File: src/rtl/clk_mon_pkg.sv
// Shared types and default constants for the clock activity monitor.
package clk_mon_pkg;

  typedef enum logic [1:0] {
    ABSENT     = 2'd0,
    QUALIFYING = 2'd1,
    PRESENT    = 2'd2,
    LOSING     = 2'd3
  } ch_state_e;

  localparam int unsigned DEF_NUM_CLKS      = 2;
  localparam int unsigned DEF_WINDOW_CYCLES = 100;
  localparam int unsigned DEF_MIN_EDGES     = 20;
  localparam int unsigned DEF_MAX_EDGES     = 60;
  localparam int unsigned DEF_ACQ_WINDOWS   = 2;
  localparam int unsigned DEF_LOSS_WINDOWS  = 2;

  function automatic int unsigned max_u(input int unsigned a, input int unsigned b);
    return (a > b) ? a : b;
  endfunction

endpackage

File: src/rtl/clk_mon_channel.sv
// One monitored clock: synchronizer, edge counter, window compare and presence FSM.
// Optional CLK_MON_FREQ_REPORT_EN adds the per-window edge count output.
module clk_mon_channel
  import clk_mon_pkg::*;
#(
  parameter int unsigned WINDOW_CYCLES = DEF_WINDOW_CYCLES,
  parameter int unsigned MIN_EDGES     = DEF_MIN_EDGES,
  parameter int unsigned MAX_EDGES     = DEF_MAX_EDGES,
  parameter int unsigned ACQ_WINDOWS   = DEF_ACQ_WINDOWS,
  parameter int unsigned LOSS_WINDOWS  = DEF_LOSS_WINDOWS
) (
  input  logic clk,
  input  logic reset_n,
  input  logic restart,
  input  logic window_end,
  input  logic toggle,
  output logic present,
  output logic present_nxt_c
`ifdef CLK_MON_FREQ_REPORT_EN
  , output logic [15:0] freq_count
`endif
);

  localparam int unsigned CNT_W   = $clog2(WINDOW_CYCLES + 1);
  localparam int unsigned RUN_MAX = max_u(ACQ_WINDOWS, LOSS_WINDOWS);
  localparam int unsigned RUN_W   = $clog2(RUN_MAX + 1);

  logic             sync1, sync2, sync3;
  logic             edge_hit;
  logic [CNT_W-1:0] cnt, cnt_inc;
  logic             good;
  ch_state_e        state, state_nxt;
  logic [RUN_W-1:0] run, run_nxt, run_inc;

  // Synchronizer plus delay flop; restart deliberately leaves these alone.
  always_ff @(posedge clk or negedge reset_n) begin
    if (!reset_n) begin
      sync1 <= 1'b0;
      sync2 <= 1'b0;
      sync3 <= 1'b0;
    end else begin
      sync1 <= toggle;
      sync2 <= sync1;
      sync3 <= sync2;
    end
  end

  assign edge_hit = sync2 ^ sync3;
  // Includes the edge of the current cycle so a window_end edge lands in the closing window.
  assign cnt_inc  = (cnt == CNT_W'(WINDOW_CYCLES)) ? cnt : CNT_W'(cnt + CNT_W'(edge_hit));
  assign good     = (cnt_inc >= CNT_W'(MIN_EDGES)) && (cnt_inc <= CNT_W'(MAX_EDGES));
  assign run_inc  = RUN_W'(run + RUN_W'(1));

  always_ff @(posedge clk or negedge reset_n) begin
    if (!reset_n) begin
      cnt <= '0;
    end else if (restart || window_end) begin
      cnt <= '0;
    end else begin
      cnt <= cnt_inc;
    end
  end

  always_ff @(posedge clk or negedge reset_n) begin
    if (!reset_n) begin
      state   <= ABSENT;
      run     <= '0;
      present <= 1'b0;
    end else begin
      state   <= state_nxt;
      run     <= run_nxt;
      present <= present_nxt_c;
    end
  end

  always_comb begin
    state_nxt = state;
    run_nxt   = run;
    if (restart) begin
      state_nxt = ABSENT;
      run_nxt   = '0;
    end else if (window_end) begin
      unique case (state)
        ABSENT: begin
          if (good) begin
            if (ACQ_WINDOWS == 1) begin
              state_nxt = PRESENT;
            end else begin
              state_nxt = QUALIFYING;
              run_nxt   = RUN_W'(1);
            end
          end
        end
        QUALIFYING: begin
          if (!good) begin
            state_nxt = ABSENT;
            run_nxt   = '0;
          end else if (run_inc >= RUN_W'(ACQ_WINDOWS)) begin
            state_nxt = PRESENT;
            run_nxt   = '0;
          end else begin
            run_nxt = run_inc;
          end
        end
        PRESENT: begin
          if (!good) begin
            if (LOSS_WINDOWS == 1) begin
              state_nxt = ABSENT;
            end else begin
              state_nxt = LOSING;
              run_nxt   = RUN_W'(1);
            end
          end
        end
        LOSING: begin
          if (good) begin
            state_nxt = PRESENT;
            run_nxt   = '0;
          end else if (run_inc >= RUN_W'(LOSS_WINDOWS)) begin
            state_nxt = ABSENT;
            run_nxt   = '0;
          end else begin
            run_nxt = run_inc;
          end
        end
        default: begin
          state_nxt = ABSENT;
          run_nxt   = '0;
        end
      endcase
    end
    present_nxt_c = (state_nxt == PRESENT) || (state_nxt == LOSING);
  end

`ifdef CLK_MON_FREQ_REPORT_EN
  always_ff @(posedge clk or negedge reset_n) begin
    if (!reset_n) begin
      freq_count <= '0;
    end else if (restart) begin
      freq_count <= '0;
    end else if (window_end) begin
      freq_count <= 16'(cnt_inc);
    end
  end
`endif

endmodule

File: src/rtl/clk_activity_monitor.sv
// Clock presence monitor: shared window timer, per-clock channels, priority select.
// Optional CLK_MON_FREQ_REPORT_EN exposes freq_count.
module clk_activity_monitor
  import clk_mon_pkg::*;
#(
  parameter int unsigned NUM_CLKS      = DEF_NUM_CLKS,
  parameter int unsigned WINDOW_CYCLES = DEF_WINDOW_CYCLES,
  parameter int unsigned MIN_EDGES     = DEF_MIN_EDGES,
  parameter int unsigned MAX_EDGES     = DEF_MAX_EDGES,
  parameter int unsigned ACQ_WINDOWS   = DEF_ACQ_WINDOWS,
  parameter int unsigned LOSS_WINDOWS  = DEF_LOSS_WINDOWS
) (
  input  logic                clk,
  input  logic                reset_n,
  input  logic                restart,
  input  logic [NUM_CLKS-1:0] mon_toggle,
  output logic [NUM_CLKS-1:0] clk_present,
  output logic                any_present,
  output logic                sel_valid,
  output logic [((NUM_CLKS > 1) ? $clog2(NUM_CLKS) : 1)-1:0] sel_idx,
  output logic                status_change,
  output logic                window_end
`ifdef CLK_MON_FREQ_REPORT_EN
  , output logic [NUM_CLKS*16-1:0] freq_count
`endif
);

  localparam int unsigned SEL_W = (NUM_CLKS > 1) ? $clog2(NUM_CLKS) : 1;
  localparam int unsigned TMR_W = $clog2(WINDOW_CYCLES);

  logic [TMR_W-1:0]    timer, timer_nxt;
  logic [NUM_CLKS-1:0] present_nxt;

  always_comb begin
    timer_nxt = TMR_W'(timer + TMR_W'(1));
    if (restart || (timer == TMR_W'(WINDOW_CYCLES - 1))) begin
      timer_nxt = '0;
    end
  end

  // window_end is registered from the next timer value so it tracks timer == last.
  always_ff @(posedge clk or negedge reset_n) begin
    if (!reset_n) begin
      timer         <= '0;
      window_end    <= 1'b0;
      status_change <= 1'b0;
    end else begin
      timer         <= timer_nxt;
      window_end    <= (timer_nxt == TMR_W'(WINDOW_CYCLES - 1));
      status_change <= |(present_nxt ^ clk_present);
    end
  end

  for (genvar g = 0; g < NUM_CLKS; g++) begin : g_ch
    clk_mon_channel #(
      .WINDOW_CYCLES(WINDOW_CYCLES),
      .MIN_EDGES    (MIN_EDGES),
      .MAX_EDGES    (MAX_EDGES),
      .ACQ_WINDOWS  (ACQ_WINDOWS),
      .LOSS_WINDOWS (LOSS_WINDOWS)
    ) u_ch (
      .clk          (clk),
      .reset_n      (reset_n),
      .restart      (restart),
      .window_end   (window_end),
      .toggle       (mon_toggle[g]),
      .present      (clk_present[g]),
      .present_nxt_c(present_nxt[g])
`ifdef CLK_MON_FREQ_REPORT_EN
      , .freq_count (freq_count[g*16 +: 16])
`endif
    );
  end

  assign any_present = |clk_present;
  assign sel_valid   = any_present;

  // Lowest present index wins.
  always_comb begin
    sel_idx = '0;
    for (int i = NUM_CLKS - 1; i >= 0; i--) begin
      if (clk_present[i]) sel_idx = SEL_W'(i);
    end
  end

endmodule

File: config.mk
export PLATFORM = sky130hd
export DESIGN_NAME = clk_activity_monitor
export DESIGN_NICKNAME = d
export VERILOG_FILES = /design/src/rtl/clk_mon_pkg.sv /design/src/rtl/clk_mon_channel.sv /design/src/rtl/clk_activity_monitor.sv
export SDC_FILE = /design/constraint.sdc
export NUM_CORES = 1
export LEC_CHECK = 0
export ABC_AREA = 1
export CELL_PAD_IN_SITES_DETAIL_PLACEMENT = 1
export CELL_PAD_IN_SITES_GLOBAL_PLACEMENT = 1
export CORE_ASPECT_RATIO = 1.75
export CORE_MARGIN = 2
export CORE_UTILIZATION = 42
export DETAILED_ROUTE_END_ITERATION = 8
export GPL_TIMING_DRIVEN = 0
export HOLD_SLACK_MARGIN = 0.1
export PLACE_DENSITY = 0.81
export SLEW_MARGIN = 10
export SYNTH_ARGS = -nofsm -noshare
export SYNTH_HDL_FRONTEND = slang
export SYNTH_SLANG_ARGS = --single-unit
File: constraint.sdc
create_clock -name clk -period 2.7 [get_ports clk]
set_input_delay 0.675 -clock clk [delete_from_list [all_inputs] [get_ports clk]]
set_output_delay 0.675 -clock clk [all_outputs]
set_load 0.02 [all_outputs]
# Yosys cells after proc, flatten, opt, wreduce, memory -nomap -nowiden
# Index checks and enable logic that the tools add are counted.
dict set report word_totals {
  register_bits 39
  inputBits 5
  output_inout_bits 7
  word_cells 103
}
dict set report op_classes {
  add_sub_neg 5
  n_lt_le_gt_ge 6
  n_eq_ne 18
  n_mux 41
  n_bitwise 3
  n_reduce_logical 13
}
# op count
set op_table {}
lappend op_table {{$mux W2} 30}
lappend op_table {{$mux W7} 5}
lappend op_table {{$pmux W2 S4} 4}
lappend op_table {{$eq A7 B7 Y1 const B} 4}
lappend op_table {{$eq A2 B2 Y1 const B} 8}
lappend op_table {{$add A7 B1 Y7} 2}
lappend op_table {{$ge A7 B5 Y1 const B} 2}
lappend op_table {{$le A7 B6 Y1 const B} 2}
lappend op_table {{$add A7 B1 Y7 const B} 1}
lappend op_table {{$ne A3 B2 Y1 const B} 2}
lappend op_table {{$ne A3 B3 Y1 const B} 2}
lappend op_table {{$reduce_and A3 Y1} 2}
lappend op_table {{$add A2 B1 Y2 const B} 2}
lappend op_table {{$eq A2 B1 Y1 const B} 2}
lappend op_table {{$ge A2 B2 Y1 const B} 2}
lappend op_table {{$logic_not A2 Y1} 2}
lappend op_table {{$logic_or A1 B1 Y1} 4}
lappend op_table {{$reduce_or A2 Y1} 2}
lappend op_table {{$logic_and A1 B1 Y1} 2}
lappend op_table {{$mux W1} 2}
lappend op_table {{$reduce_bool A2 Y1} 1}
lappend op_table {{$xor A1 B1 Y1} 2}
lappend op_table {{$xor A2 B2 Y2} 1}

# Longest topological paths before layout
dict set report logic_depth {
  ltp_word 13
  depth_mapped 17
}

# Modules after synthesis
# Synthesis repeated with hierarchy kept, for this count alone.
dict set report hier_totals {
  hier_cells 270
  hier_area_um2 2212.1
}
# mod instances cells_per_inst area_per_inst_um2
set modules_own_cells {}
lappend modules_own_cells {{clk_mon_channel (g_ch[0].u_ch)} 1 102 852.1}
lappend modules_own_cells {{clk_mon_channel (g_ch[1].u_ch)} 1 104 850.8}
lappend modules_own_cells {clk_activity_monitor 1 64 509.2}

# Least setup slack after synthesis
# OpenSTA, ideal clock, no wires.
dict set report synth_path {
  path_kind {register to register}
  start {register g_ch[0].u_ch.sync3}
  end {register status_change}
  setup_ns 0.116
  t_arrival_ns 1.799
  path_slack_ns 0.784
  path_stages_with_launch 15
  path_buffers 0
  period_less_slack_ns 1.916
  cell_sequence {dfrtp_1 xor2_1 ha_1 ha_1 xnor2_1 and2_1 nand2_1 nand3_1 nand2_2 nand2_2 nand2_1 nand2_1 nand2_1 nand2_1 nand2_1}
}
dict set report synth_via {
  elab_chain_cells 13
  word_cells_on_any_way 18
  classes_between {add/sub (1); order compare (2); eq/ne (2); mux (8); bitwise (2); reduce/logical (3)}
}
# element line
set synth_lines {}
lappend synth_lines {{from (decl)} clk_mon_channel.sv:28} ;# logic sync1, sync2, sync3;
lappend synth_lines {{from (signal assigned)} clk_mon_channel.sv:44} ;# sync3 <= sync2;
lappend synth_lines {{$xor A1 B1 Y1 *} clk_mon_channel.sv:48} ;# assign edge_hit = sync2 ^ sync3;
lappend synth_lines {{$add A7 B1 Y7 *} clk_mon_channel.sv:50} ;# assign cnt_inc = (cnt == CNT_W'(WINDOW_CYCLES)) ? cnt : CNT_W'(cnt + CNT_W'(edge_hit));
lappend synth_lines {{$mux W7 *} clk_mon_channel.sv:50}
lappend synth_lines {{$ge A7 B5 Y1 or $le A7 B6 Y1 (tied branches)} clk_mon_channel.sv:51} ;# assign good = (cnt_inc >= CNT_W'(MIN_EDGES)) && (cnt_inc <= CNT_W'(MAX_EDGES));
lappend synth_lines {{$logic_and A1 B1 Y1 *} clk_mon_channel.sv:51}
lappend synth_lines {{$mux W2, on equally long branches} n/a}
lappend synth_lines {{$pmux W2 S4 *} clk_mon_channel.sv:83} ;# unique case (state)
lappend synth_lines {{$mux W2 *} clk_mon_channel.sv:82} ;# end else if (window_end) begin
lappend synth_lines {{$mux W2 *} clk_mon_channel.sv:79} ;# if (restart) begin
lappend synth_lines {{$eq A2 B2 Y1} clk_mon_channel.sv:132} ;# present_nxt_c = (state_nxt == PRESENT) || (state_nxt == LOSING);
lappend synth_lines {{$logic_or A1 B1 Y1 *} clk_mon_channel.sv:132}
lappend synth_lines {{$xor A2 B2 Y2 *} clk_activity_monitor.sv:50} ;# status_change <= |(present_nxt ^ clk_present);
lappend synth_lines {{$reduce_or A2 Y1 *} clk_activity_monitor.sv:50}
lappend synth_lines {{to (signal assigned)} clk_activity_monitor.sv:50}
lappend synth_lines {{to (decl)} clk_activity_monitor.sv:21} ;# output logic status_change,
# Every way passes the cells marked *; elsewhere a longest branch is shown, timed or not.
# A chain may end at the register's enable or synchronous reset.

# Final worst setup path
dict set report layout_path {
  start {register g_ch[1].u_ch.present}
  end {output sel_valid}
}
dict set report layout_via {
  elab_chain_cells 1
}
# element line
set layout_lines {}
lappend layout_lines {{from (decl)} clk_mon_channel.sv:17} ;# output logic present,
lappend layout_lines {{from (signal assigned)} clk_mon_channel.sv:72} ;# present <= present_nxt_c;
lappend layout_lines {{$reduce_or A2 Y1} clk_activity_monitor.sv:75} ;# assign any_present = |clk_present;
lappend layout_lines {{to (decl)} clk_activity_monitor.sv:19} ;# output logic sel_valid,
# No other way between the ends.

==> run_results.csv <==
group,metric,value,unit
routing,drtIter0Drc,20,
clock_network,clock-sinks,39,
yosys,syn_area_per_cell,8.03,um2
power_and_ir_drop,swShare,0.230,
routing,ant_nets,0,
yosys,synth_most_common_cell,"nand2_1",
worst_setup_path,crit_fanout,3,
yosys,synth-seq-cells,39,
routing,wire_per_inst,13.5,um
layout,area_growth,15.1,%
yosys,synth_area_leaders,"dfrtp_1, nand2_1, inv_1",
floorplan,die-area,5450,um2
clock_network,clkTransAtPathRegs,0.08,ns
global_route,grt_pass1_vias,1801,
timing,layout_min_cycle_time,2.22,ns
timing,max_freq,0.450,GHz
worst_setup_path,crit_path_end_kind,"primary output",
placed_design,gp_congestion,0.764,
yosys,ys.flop_type,"dfrtp_1",
floorplan,boundaryPins,12,
layout,final.fill_count,600,
global_route,grt_pass1_wl,7770,um
global_route,grt_max_degree,37,
floorplan,core-area,4670,um2
yosys,synth_top_area_share,0.479,
clock_network,cts_tree,"yes",
floorplan,fp-row-count,33,
timing,worstMarginPinSlew,0.461,ns
job,cap_violations,0,
global_route,antenna_found_initial,0,
clock_network,cts_resized,0,
routing,dr.pass1.iters,5,
clock_network,post_cts.repair.setup_buffers,0,
clock_network,hold_buffers,0,
clock_network,h-tree-depth,2,
placed_design,placed_cell_area,2230,um2
yosys,yosysSeqAreaShare,0.479,
yosys,synth_area_leader_cell,"dfrtp_1",
clock_network,cts_buffers,5,
placed_design,port_buffers,11,
power_and_ir_drop,internal_power,0.000937,W
power_and_ir_drop,p_seq_frac,0.506,
floorplan,start_util,0.437,
worst_setup_path,path_class,"flop to primary output",
layout,drive_gt1_frac,0.0949,
yosys,ys_types,26,
timing,slew_headroom,0.693,
layout,nets,285,
yosys,synth_async_sr_flop_share,1.00,
hold_path,holdCritPathClass,"primary input to async pin",
power_and_ir_drop,clock_power_share,0.416,
clock_network,clk_latency,0.29,ns
worst_setup_path,cp.required,2.03,ns
power_and_ir_drop,ir_drop,0.000358,V
yosys,syn-num-nets,266,
worst_setup_path,crit_path_start_kind,"flop",
routing,vias_per_cell,5.03,
outcome,outcome,"complete, no violations",
layout,register_area,976,um2
routing,drc,0,
placed_design,hpwl,3350,um
layout,multi_input_area,876,um2
floorplan,die_w,56.7,um
timing,period_share,0.822,
placed_design,dp_slack,0.516,ns
layout,final_area,2350,um2
power_and_ir_drop,p_leak,1.24,nW
routing,drt-total-wl,4390,um
yosys,synth_common_cells,"nand2_1, inv_1, dfrtp_1, nor2_1, nand3_1",
global_route,grt.overflow.total,0,
power_and_ir_drop,combPwrFrac,0.078,
timing,setup_violations,0,
yosys,ys_warn_count,0,
clock_network,cts_buffer_depth,2,
yosys,syn_inst,254,
floorplan,fp.dieH,96.2,um
timing,final_max_slew_viol_count,0,
clock_network,cts_root_buffer,"clkbuf_8",
worst_setup_path,arrival,1.55,ns
routing,vias,1641,
yosys,syn_area,2040,um2
layout,n_antenna_cell,0,
timing,rsz0062_at_grt,"no",
timing,tns,0,ns
timing,skew,0.00549,ns
global_route,grtUsageTotal,0.183,
yosys,synth_edf_count,0,
timing,final_hold_viol_count,0,
power_and_ir_drop,power.density,518,nW/um2
power_and_ir_drop,p_switching,0.000280,W
timing,postLayoutSetupSlackWorst,0.480,ns
[power by group through the flow]
| stage | Clock [W] | Sequential [W] | Combinational (W) |
|---|---|---|---|
| final | 0.000507 | 0.000616 | 0.0000944 |
| after global routing | 0.000544 | 0.000619 | 0.000110 |
| after CTS | 0.000515 | 0.000616 | 0.0000981 |
| after detailed placement | 0 | 0.000628 | 0.0000966 |
| after global placement | 0 | 0.000627 | 0.0000890 |
| after floorplan | 0 | 0.000625 | 0.0000582 |
[sequential cells by signal, summed over array words and instances (netlist names), 2 cells and up]
name	flops
g_ch.u_ch.run	4
g_ch.u_ch.sync2	2
g_ch.u_ch.present	2
g_ch.u_ch.state	4
g_ch.u_ch.cnt	14
g_ch.u_ch.sync3	2
timer	7
g_ch.u_ch.sync1	2
[cells by family (layout without fill, tap and decap cells)]
kind of cell    Yosys count  after routing  share of synthesized area
fa+ha+maj                 7              7                     0.0429
xor+xnor                  8              8                     0.0417
compound gates           13             13                     0.0436
simple gates            140            140                      0.301
flops                    39             39                      0.479
buf+inv                  47             67                     0.0920
[cell type report]
cell class / count / area share
clock inverters: 2 / 0.0149
plain buffers: 5 / 0.0128
inverters: 42 / 0.0672
multi-input cells: 168 / 0.373
well taps: 52 / 0.0277
repair buffers: 12 / 0.0533
clock buffers: 6 / 0.0352
flip-flops and latches: 39 / 0.416
[critical path, cell delays in order (launching register included)]
cell and delay, ns:
dfrtp_1 0.40, inv_1 0.12, nand2_1 0.08, buf_4 0.13, clkdlybuf4s50_1 0.52
[cell usage in the layout (no fill, tap or decap), types with 3 or more instances in the layout]
master and count:
nand3_1 21, dfrtp_1 39, nand4_1 5, clkbuf_8 6, nor3_1 6, inv_1 42, buf_4 3, ha_1 7
nor2_1 35, nand2_2 5, xor2_1 4, clkdlybuf4s50_1 10, nand2_1 61, a21oi_1 5
[path summary, 6_finish.rpt]
check	startpoint	end	slack [ns]	depth (start not counted)
worst min-delay path	reset_n	timer[6]$_DFF_PN0_	0.19	1
worst min register to register	g_ch[0].u_ch.sync1$_DFF_PN0_	g_ch[0].u_ch.sync2$_DFF_PN0_	0.36	0
worst max-delay path	g_ch[1].u_ch.present$_DFF_PN0_	sel_valid	0.48	4
min in group clk	g_ch[0].u_ch.sync1$_DFF_PN0_	g_ch[0].u_ch.sync2$_DFF_PN0_	0.36	0
worst max register to register	g_ch[0].u_ch.sync2$_DFF_PN0_	status_change$_DFF_PN0_	0.53	14
max in group asynchronous	reset_n	g_ch[1].u_ch.cnt[5]$_DFF_PN0_	2.11	2
[metal layers]
metal  track usage  up-vias  routed length (um)
met5             0        -                   0
met3        0.0336        5                  97
met2         0.368       15                2590
li1              -      821                   -
met1         0.179      800                1620
met4        0.0655        0                  72
[stage by stage]
step | hold slack [ns] | instances | util | power [W]
final | 0.186 | 326 | 0.503 | 0.00122
after global routing | 0.175 | 326 | 0.503 | 0.00127
after CTS | 0.185 | 326 | 0.503 | 0.00123
after detailed placement | 0.336 | 318 | 0.478 | 0.000725
after global placement | 0.335 | 317 | 0.475 | 0.000716
after floorplan | 0.331 | 254 | - | 0.000683
(Power assumes the default switching activity.)
